--- src/rtl/prog_mem_loader.sv ---
// Parametrised instruction memory with HALT-fill clear sequencer, streaming load port and fetch port.
// Define COMB_FETCH_EN for the legacy zero-latency combinational fetch; default is a registered fetch.
module prog_mem_loader #(
  parameter int unsigned           DATA_W    = 8,
  parameter int unsigned           ADDR_W    = 8,
  parameter int unsigned           DEPTH     = 32,
  parameter logic [DATA_W-1:0]     HALT_WORD = '1
) (
  input  logic              clk,
  input  logic              rst_n,
  input  logic              fetch_req,
  input  logic [ADDR_W-1:0] fetch_addr,
  output logic [DATA_W-1:0] fetch_data,
  output logic              fetch_valid,
  input  logic              ld_start,
  input  logic              ld_valid,
  input  logic [DATA_W-1:0] ld_data,
  input  logic              ld_last,
  output logic              ld_ready,
  output logic              ld_done,
  output logic              busy
);

  localparam int unsigned         IdxW      = (DEPTH > 1) ? $clog2(DEPTH) : 1;
  localparam logic [IdxW-1:0]     PtrLast   = IdxW'(DEPTH - 1);
  localparam logic [ADDR_W:0]     DepthExt  = (ADDR_W + 1)'(DEPTH);

  typedef enum logic [1:0] {StClear, StLoad, StRun} state_e;

  state_e            state_q;
  logic [IdxW-1:0]   ptr_q;
  logic              load_pend_q;
  logic              ld_ready_q;
  logic              ld_done_q;
  logic              busy_q;

  logic [DATA_W-1:0] mem [DEPTH];

  logic              accept;
  logic              mem_we;
  logic [DATA_W-1:0] mem_wdata;
  logic              in_range;
  logic [DATA_W-1:0] rd_data;

  assign accept    = (state_q == StLoad) && ld_valid && ld_ready_q;
  assign mem_we    = (state_q == StClear) || accept;
  assign mem_wdata = (state_q == StClear) ? HALT_WORD : ld_data;

  // Out-of-range addresses never alias, so a runaway PC always reads HALT.
  assign in_range  = {1'b0, fetch_addr} < DepthExt;
  assign rd_data   = in_range ? mem[fetch_addr[IdxW-1:0]] : HALT_WORD;

  always_ff @(posedge clk) begin
    if (mem_we) begin
      mem[ptr_q] <= mem_wdata;
    end
  end

  always_ff @(posedge clk or negedge rst_n) begin
    if (!rst_n) begin
      state_q     <= StClear;
      ptr_q       <= '0;
      load_pend_q <= 1'b0;
      ld_ready_q  <= 1'b0;
      ld_done_q   <= 1'b0;
      busy_q      <= 1'b1;
    end else begin
      ld_done_q <= 1'b0;
      unique case (state_q)
        StClear: begin
          if (ptr_q == PtrLast) begin
            ptr_q       <= '0;
            load_pend_q <= 1'b0;
            if (load_pend_q) begin
              state_q    <= StLoad;
              ld_ready_q <= 1'b1;
            end else begin
              state_q <= StRun;
              busy_q  <= 1'b0;
            end
          end else begin
            ptr_q <= ptr_q + 1'b1;
          end
        end
        StLoad: begin
          if (accept) begin
            if (ld_last || (ptr_q == PtrLast)) begin
              state_q    <= StRun;
              ptr_q      <= '0;
              ld_ready_q <= 1'b0;
              ld_done_q  <= 1'b1;
              busy_q     <= 1'b0;
            end else begin
              ptr_q <= ptr_q + 1'b1;
            end
          end
        end
        StRun: begin
          if (ld_start) begin
            state_q     <= StClear;
            ptr_q       <= '0;
            load_pend_q <= 1'b1;
            busy_q      <= 1'b1;
          end
        end
        default: begin
          state_q <= StClear;
          ptr_q   <= '0;
          busy_q  <= 1'b1;
        end
      endcase
    end
  end

  assign ld_ready = ld_ready_q;
  assign ld_done  = ld_done_q;
  assign busy     = busy_q;

`ifdef COMB_FETCH_EN
  assign fetch_data  = rd_data;
  assign fetch_valid = fetch_req && !busy_q;
`else
  logic [DATA_W-1:0] fetch_data_q;
  logic              fetch_valid_q;

  // A fetch in the same cycle as ld_start still sees the pre-clear contents.
  always_ff @(posedge clk or negedge rst_n) begin
    if (!rst_n) begin
      fetch_data_q  <= HALT_WORD;
      fetch_valid_q <= 1'b0;
    end else if ((state_q == StRun) && fetch_req) begin
      fetch_data_q  <= rd_data;
      fetch_valid_q <= 1'b1;
    end else begin
      fetch_valid_q <= 1'b0;
    end
  end

  assign fetch_data  = fetch_data_q;
  assign fetch_valid = fetch_valid_q;
`endif

endmodule

--- config.mk ---
export PLATFORM = sky130hd
export DESIGN_NAME = prog_mem_loader
export DESIGN_NICKNAME = d
export VERILOG_FILES = /design/src/rtl/prog_mem_loader.sv
export SDC_FILE = /design/constraint.sdc
export NUM_CORES = 1
export LEC_CHECK = 0
export ABC_AREA = 1
export BUFFER_PORTS_ARGS = -buffer_cell sky130_fd_sc_hd__buf_2
export CELL_PAD_IN_SITES_DETAIL_PLACEMENT = 1
export CELL_PAD_IN_SITES_GLOBAL_PLACEMENT = 1
export CORE_MARGIN = 2
export CORE_UTILIZATION = 30
export CTS_CLUSTER_DIAMETER = 200
export DETAILED_ROUTE_END_ITERATION = 6
export PLACE_DENSITY = 0.6
export SYNTH_ARGS = -nofsm -noshare
export SYNTH_HDL_FRONTEND = slang
export SYNTH_SLANG_ARGS = --single-unit
--- constraint.sdc ---
create_clock -name clk -period 2.3 [get_ports clk]
set_input_delay 0.23 -clock clk [delete_from_list [all_inputs] [get_ports clk]]
set_output_delay 0.23 -clock clk [all_outputs]
set_load 0.02 [all_outputs]
* Word-level counts from Yosys, hierarchy flattened
Memories as Yosys holds them, arrays and structs flattened.
Index checks and enable logic that the tools add are counted.
W data, S select, Z words.
** Word-level totals
- Memories :: 1
- Word-level logic and storage cells :: 63
- Register bits after elaboration :: 20
- Bits in latches :: 0
- RAM bits :: 256
- Bits in read-only memories :: 0
- Bits of input ports :: 22
** Memory list
- mem :: words 32, bits a word 8, read ports 1, clocked after memory_dff 0, wr ports 1, line 37 : logic [DATA_W-1:0] mem [DEPTH];
** Operators by class
- Equal/unequal tests :: 9
- Multiplexer cells :: 30
- Reduce and logical (&&, ||, !) cells :: 13
- Divide/modulo/power cells :: 0
- Shift-type cells :: 0
- Bitwise logic cells :: 0
- Add/sub/neg operators :: 1
- Order comparisons :: 1
- Multiply operators :: 0
** Operators by type and width (number)
- $mux W5 :: 4
- $mux W8 :: 2
- $pmux W5 S3 :: 1
- $mux W1 :: 14
- $mux W2 :: 5
- $reduce_and A5 Y1 :: 2
- $lt A8 B6 Y1 const B :: 1
- $ne A2 B2 Y1 const B :: 4
- $pmux W2 S3 :: 1
- $add A5 B1 Y5 const B :: 1
- $eq A5 B5 Y1 const B :: 1
- $ne A2 B1 Y1 const B :: 2
- $pmux W1 S2 :: 2
- $reduce_and A4 Y1 :: 1
- $reduce_bool A2 Y1 :: 2
- $logic_and A1 B1 Y1 :: 3
- $pmux W1 S3 :: 1
- $reduce_and A3 Y1 :: 1
- $eq A2 B1 Y1 const B :: 1
- $eq A2 B2 Y1 const B :: 1
- $logic_not A2 Y1 :: 1
- $logic_or A1 B1 Y1 :: 2
- $reduce_and A2 Y1 :: 1

* Longest topological paths before layout
- Depth in word-level cells :: 6
- Gate-level depth with buffers :: 13
- Gate-level depth less buffers :: 11

* Worst setup path before layout
Ideal clock, no wire load.
- Path type :: reg-to-reg
- From :: register state_q[1]
- To :: memory mem[4][0] (enable)
- Stages on the path, launching flop included :: 6
- Setup time :: 0.370 ns
- Arrival :: 1.337 ns
- Slack :: 0.592 ns
- Path through :: dfrtp_1 > nor2_1 > nand3_1 > nand2_1 > nand2_1 > nor2_1
** On the way
- Longest elaborated chain between the ends :: 6
** Ends and longest elaborated chain
- start: declaration :: line 30 : state_e state_q;
- start signal: assignment :: line 61 : state_q <= StClear;
- start signal: assignment :: line 75 : state_q <= StLoad;
- start signal: assignment :: line 78 : state_q <= StRun;
- $eq A2 B1 Y1 :: line 45 : assign accept = (state_q == StLoad) && ld_valid && ld_ready_q;
- $logic_and A1 B1 Y1 (2 in series) :: line 45
- $logic_or A1 B1 Y1 (*) :: line 46 : assign mem_we = (state_q == StClear) || accept;
- $mux W1 (*) :: line 54 : if (mem_we) begin
- $mux W1 (implied by the code) (*) :: line 55 : mem[ptr_q] <= mem_wdata;
- end: declaration :: line 37
Every way passes the cells marked *; elsewhere a longest branch is shown, timed or not.

* Worst setup path after layout
- From :: register state_q[1]
- To :: memory mem[13][0] (enable)
Same word-level chain as after synthesis.

==> flow_metrics.py <==
metrics = {
    "run_status": {
        "run_status": "completed",
    },
    "yosys": {
        "synthArstFlopShare": 0.0725,
        "syn_avg_cell_area_um2": 10.2,
        "synth.top_cell.area_share": 0.630,
        "ys_top_cells_by_area": "sky130_fd_sc_hd__edfxtp_1 (63%), sky130_fd_sc_hd__nand2_1 (13%), sky130_fd_sc_hd__nand3_1 (7.2%)",
        "synth_warnings": 0,
        "synth.net_count": 1225,
        "post_synth_instance_area_mm2": 0.0122,
        "yosys.area.top_type": "sky130_fd_sc_hd__edfxtp_1",
        "syn-instance-count": 1197,
        "synth_seq_area_share": 0.672,
        "synthFlopType": "sky130_fd_sc_hd__edfxtp_1",
        "synth_enable_flop_cells": 256,
        "ys_seq_elements": 276,
        "synth.lib_cells_used.distinct": 26,
    },
    "cts": {
        "clock-root-buffer": "sky130_fd_sc_hd__clkbuf_16",
        "cts_tree": "built",
        "latest_clock_arrival_within_the_worst_skew_pair_ns": 0.55,
        "cts_sinks": 276,
        "post-cts-setup-buffer-count": 0,
        "tritoncts.num_buffers": 30,
        "ctsHtreeMaxLevel": 1,
        "clk_pin_slew_worst_paths_ns": 0.06,
        "maximum_count_of_clock_buffers_along_a_single_path": 3,
    },
    "setup_path": {
        "cp_data_arrival_time_ns": 2.28,
        "cp_max_fo": 8,
        "setup.worst_path.start_class": "register",
        "crit_path_category": "register to register",
        "cp_data_required_time_ns": 2.52,
        "end_kind": "register",
    },
    "floorplan": {
        "floorplan.initialDensity": 0.306,
        "die_height_um": 206,
        "floorplan.die_area_mm2": 0.0423,
        "io-pin-count": 34,
        "num_rows": 73,
        "core-area_mm2": 0.0399,
        "floorplan.die.width_um": 206,
    },
    "route": {
        "detail-route-antenna-nets": 0,
        "drt_pre_antenna_iters": 7,
        "postRouteWirelength_mm": 33.9,
        "drtIter0Drc": 493,
        "avgRoutedWirePerCell_um": 18.8,
        "viasPerCell": 4.59,
        "drcViolationCount": 0,
        "routed-via-count": 8287,
    },
    "timing": {
        "setup_tns_ns": 0,
        "finalMaxSlewViolations": 0,
        "hold_viol": 0,
        "period_minus_slack_ns": 2.06,
        "grt_setup_unrepaired": "false",
        "timing.slew.headroom": 0.637,
        "maximum_operating_frequency_mhz": 486,
        "finalSetupViolCount": 0,
        "worstMarginPinSlew_ns": 0.544,
        "timing.final.crit_share": 0.895,
        "finalClockSkew_ns": 0.00823,
        "layout_setup_ws_ns": 0.242,
    },
    "grt": {
        "first_global_vias": 8818,
        "global_route.overflow_total": 0,
        "grt_max_degree": 81,
        "grt_first_pass_wirelength_mm": 52.6,
        "groute.usage.overall": 0.165,
        "grt_antenna_before_repair": 0,
    },
    "placed_design": {
        "count_of_input_and_output_buffers": 33,
        "globalplace.congestion": 0.805,
        "placedInstanceArea_mm2": 0.0132,
        "pre_cts_ws_ns": 0.266,
        "final_hpwl_dp_mm": 21.3,
    },
    "pwr": {
        "vdd.ir_drop.worst_v": 0.000823,
        "pwr-share-clk": 0.360,
        "seq_power_share": 0.454,
        "p_leak_nw": 6.06,
        "switchingPower_mw": 4.03,
        "power_dens_cells_mw_per_mm2": 996,
        "power_switching_share": 0.283,
        "combinationalPowerShare": 0.186,
        "cell_internal_pwr_mw": 10.2,
    },
    "finish": {
        "areaGrowthSynthToFinish_pct": 17.0,
        "antennaDiodeCount": 0,
        "final_nets": 1286,
        "finish.utilization": 0.358,
        "fill_cells": 4489,
        "finish.instance_area_mm2": 0.0143,
        "layout-drive-gt1-share": 0.129,
    },
    "min_path": {
        "hold_path_class": "primary input to register",
    },
    "run": {
        "cap_viol_max_count": 0,
    },
}
[cell usage in the layout, fill, tap and decap left out]
| cell type | count |
|---|---|
| sky130_fd_sc_hd__clkbuf_1 | 3 |
| sky130_fd_sc_hd__clkinv_4 | 3 |
| sky130_fd_sc_hd__dfrtp_2 | 1 |
| sky130_fd_sc_hd__nor4_2 | 1 |
| sky130_fd_sc_hd__a32o_1 | 1 |
| sky130_fd_sc_hd__xor2_1 | 1 |
| sky130_fd_sc_hd__a22oi_1 | 1 |
| sky130_fd_sc_hd__dlygate4sd3_1 | 2 |
| sky130_fd_sc_hd__inv_1 | 171 |
| sky130_fd_sc_hd__clkinv_2 | 7 |
| sky130_fd_sc_hd__o22ai_1 | 2 |
| sky130_fd_sc_hd__a21oi_1 | 1 |
| sky130_fd_sc_hd__o21ai_0 | 12 |
| sky130_fd_sc_hd__dfrtp_1 | 10 |
| sky130_fd_sc_hd__nand2_1 | 427 |
| sky130_fd_sc_hd__nor3_1 | 4 |
| sky130_fd_sc_hd__clkbuf_16 | 31 |
| sky130_fd_sc_hd__or2_2 | 16 |
| sky130_fd_sc_hd__buf_4 | 36 |
| sky130_fd_sc_hd__buf_2 | 32 |
| sky130_fd_sc_hd__edfxtp_1 | 256 |
| sky130_fd_sc_hd__nand3_1 | 176 |
| sky130_fd_sc_hd__o211ai_1 | 1 |
| sky130_fd_sc_hd__clkinvlp_4 | 1 |
| sky130_fd_sc_hd__dfstp_2 | 9 |
| sky130_fd_sc_hd__o21ai_2 | 1 |
| sky130_fd_sc_hd__inv_4 | 1 |
| sky130_fd_sc_hd__buf_12 | 13 |
| sky130_fd_sc_hd__nor2_1 | 42 |
| sky130_fd_sc_hd__bufinv_16 | 4 |
| sky130_fd_sc_hd__inv_2 | 2 |
| sky130_fd_sc_hd__ha_1 | 6 |
| sky130_fd_sc_hd__nor2_2 | 1 |
| sky130_fd_sc_hd__clkbuf_8 | 7 |
[logic make-up (layout without fill, tap and decap cells)]
kind of cell	after synthesis	in the layout	share of synthesized area
AOI/OAI and AO/OA	19	19	0.00913
and+or+nand+nor	667	667	0.228
xor gates and xnor gates	1	1	0.000718
adders and majority gates	6	6	0.00615
buffers and inverters	228	313	0.0838
DFF	276	276	0.672
[power by group through the flow]
stage | combinational, mW | clock (mW) | sequential [mW]
floorplan | 1.23 | 0 | 6.64
global placement | 2.64 | 0 | 6.55
detailed placement | 2.68 | 0 | 6.56
CTS | 2.69 | 5.23 | 6.45
global route | 2.92 | 5.42 | 6.49
finish | 2.64 | 5.12 | 6.46
[worst paths after layout]
kind | startpoint | to | slack [ns] | depth (start not counted)
worst max-delay path | state_q[1] | mem[13][0] | 0.24 | 7
worst min-delay path | fetch_addr[4] | fetch_data[6] | 0.07 | 5
worst max register to register | state_q[1] | mem[13][0] | 0.24 | 7
worst min register to register | busy | busy | 0.49 | 2
max in group asynchronous | rst_n | ptr_q[0] | 1.76 | 2
min in group asynchronous | rst_n | ld_done | 0.17 | 2
[registers in the layout, summed over array words and instances (netlist names)]
register	count
fetch_valid	1
mem	256
ld_ready	1
ptr_q	5
load_pend_q	1
busy	1
fetch_data	8
state_q	2
ld_done	1
[cells in the mapped netlist (2+ instances only)]
master / n
sky130_fd_sc_hd__nor3_1: 4
sky130_fd_sc_hd__dfrtp_1: 11
sky130_fd_sc_hd__buf_4: 15
sky130_fd_sc_hd__clkbuf_1: 10
sky130_fd_sc_hd__inv_1: 171
sky130_fd_sc_hd__inv_2: 3
sky130_fd_sc_hd__buf_6: 12
sky130_fd_sc_hd__o21ai_0: 12
sky130_fd_sc_hd__o22ai_1: 2
sky130_fd_sc_hd__edfxtp_1: 256
sky130_fd_sc_hd__nor2_1: 42
sky130_fd_sc_hd__nand2_1: 427
sky130_fd_sc_hd__ha_1: 6
sky130_fd_sc_hd__buf_2: 16
sky130_fd_sc_hd__dfstp_2: 9
sky130_fd_sc_hd__or2_2: 16
sky130_fd_sc_hd__nand3_1: 176
[cell type report]
cell class | count | area, µm² | area share
Inverter | 174 | 656 | 0.0459
Clock inverter | 15 | 189 | 0.0132
Timing Repair Buffer | 83 | 711 | 0.0498
Multi-Input combinational cell | 693 | 2980 | 0.208
Clock buffer | 41 | 883 | 0.0619
Tap cell | 525 | 657 | 0.0460
Sequential cell | 276 | 8200 | 0.575
[per-layer routing]
| layer | track usage | routed length (µm) |
|---|---|---|
| met1 | 0.230 | 16300 |
| met4 | 0.0380 | 687 |
| met5 | 0 | 0 |
| met2 | 0.274 | 15700 |
| met3 | 0.0217 | 1170 |
[per-stage QoR]
stage,hold WS [ns],power (mW),instances
after global placement,0.217,9.19,1749
after floorplan,-0.0656,7.87,1197
final,0.0716,14.2,1807
after detailed placement,0.222,9.24,1749
after global routing,0.0860,14.8,1807
after CTS,0.0530,14.4,1807
[repair_timing]
| action | 4_1_cts | 5_1_grt |
|---|---|---|
| endpoints found under the setup margin | 0 | 1 |
| hold endpoints to repair | 21 | 0 |
| hold buffers | 2 | 0 |
| resized for setup | 0 | 1 |
[critical path, stage by stage (launching register included)]
cell and delay (ns):
sky130_fd_sc_hd__dfrtp_1 0.45, sky130_fd_sc_hd__nor2_1 0.23, sky130_fd_sc_hd__nand3_1 0.19, sky130_fd_sc_hd__nand2_1 0.19
sky130_fd_sc_hd__nand2_1 0.09, sky130_fd_sc_hd__inv_1 0.21, sky130_fd_sc_hd__nand2_1 0.09, sky130_fd_sc_hd__inv_1 0.26
Power figures use the tool's default switching activity.
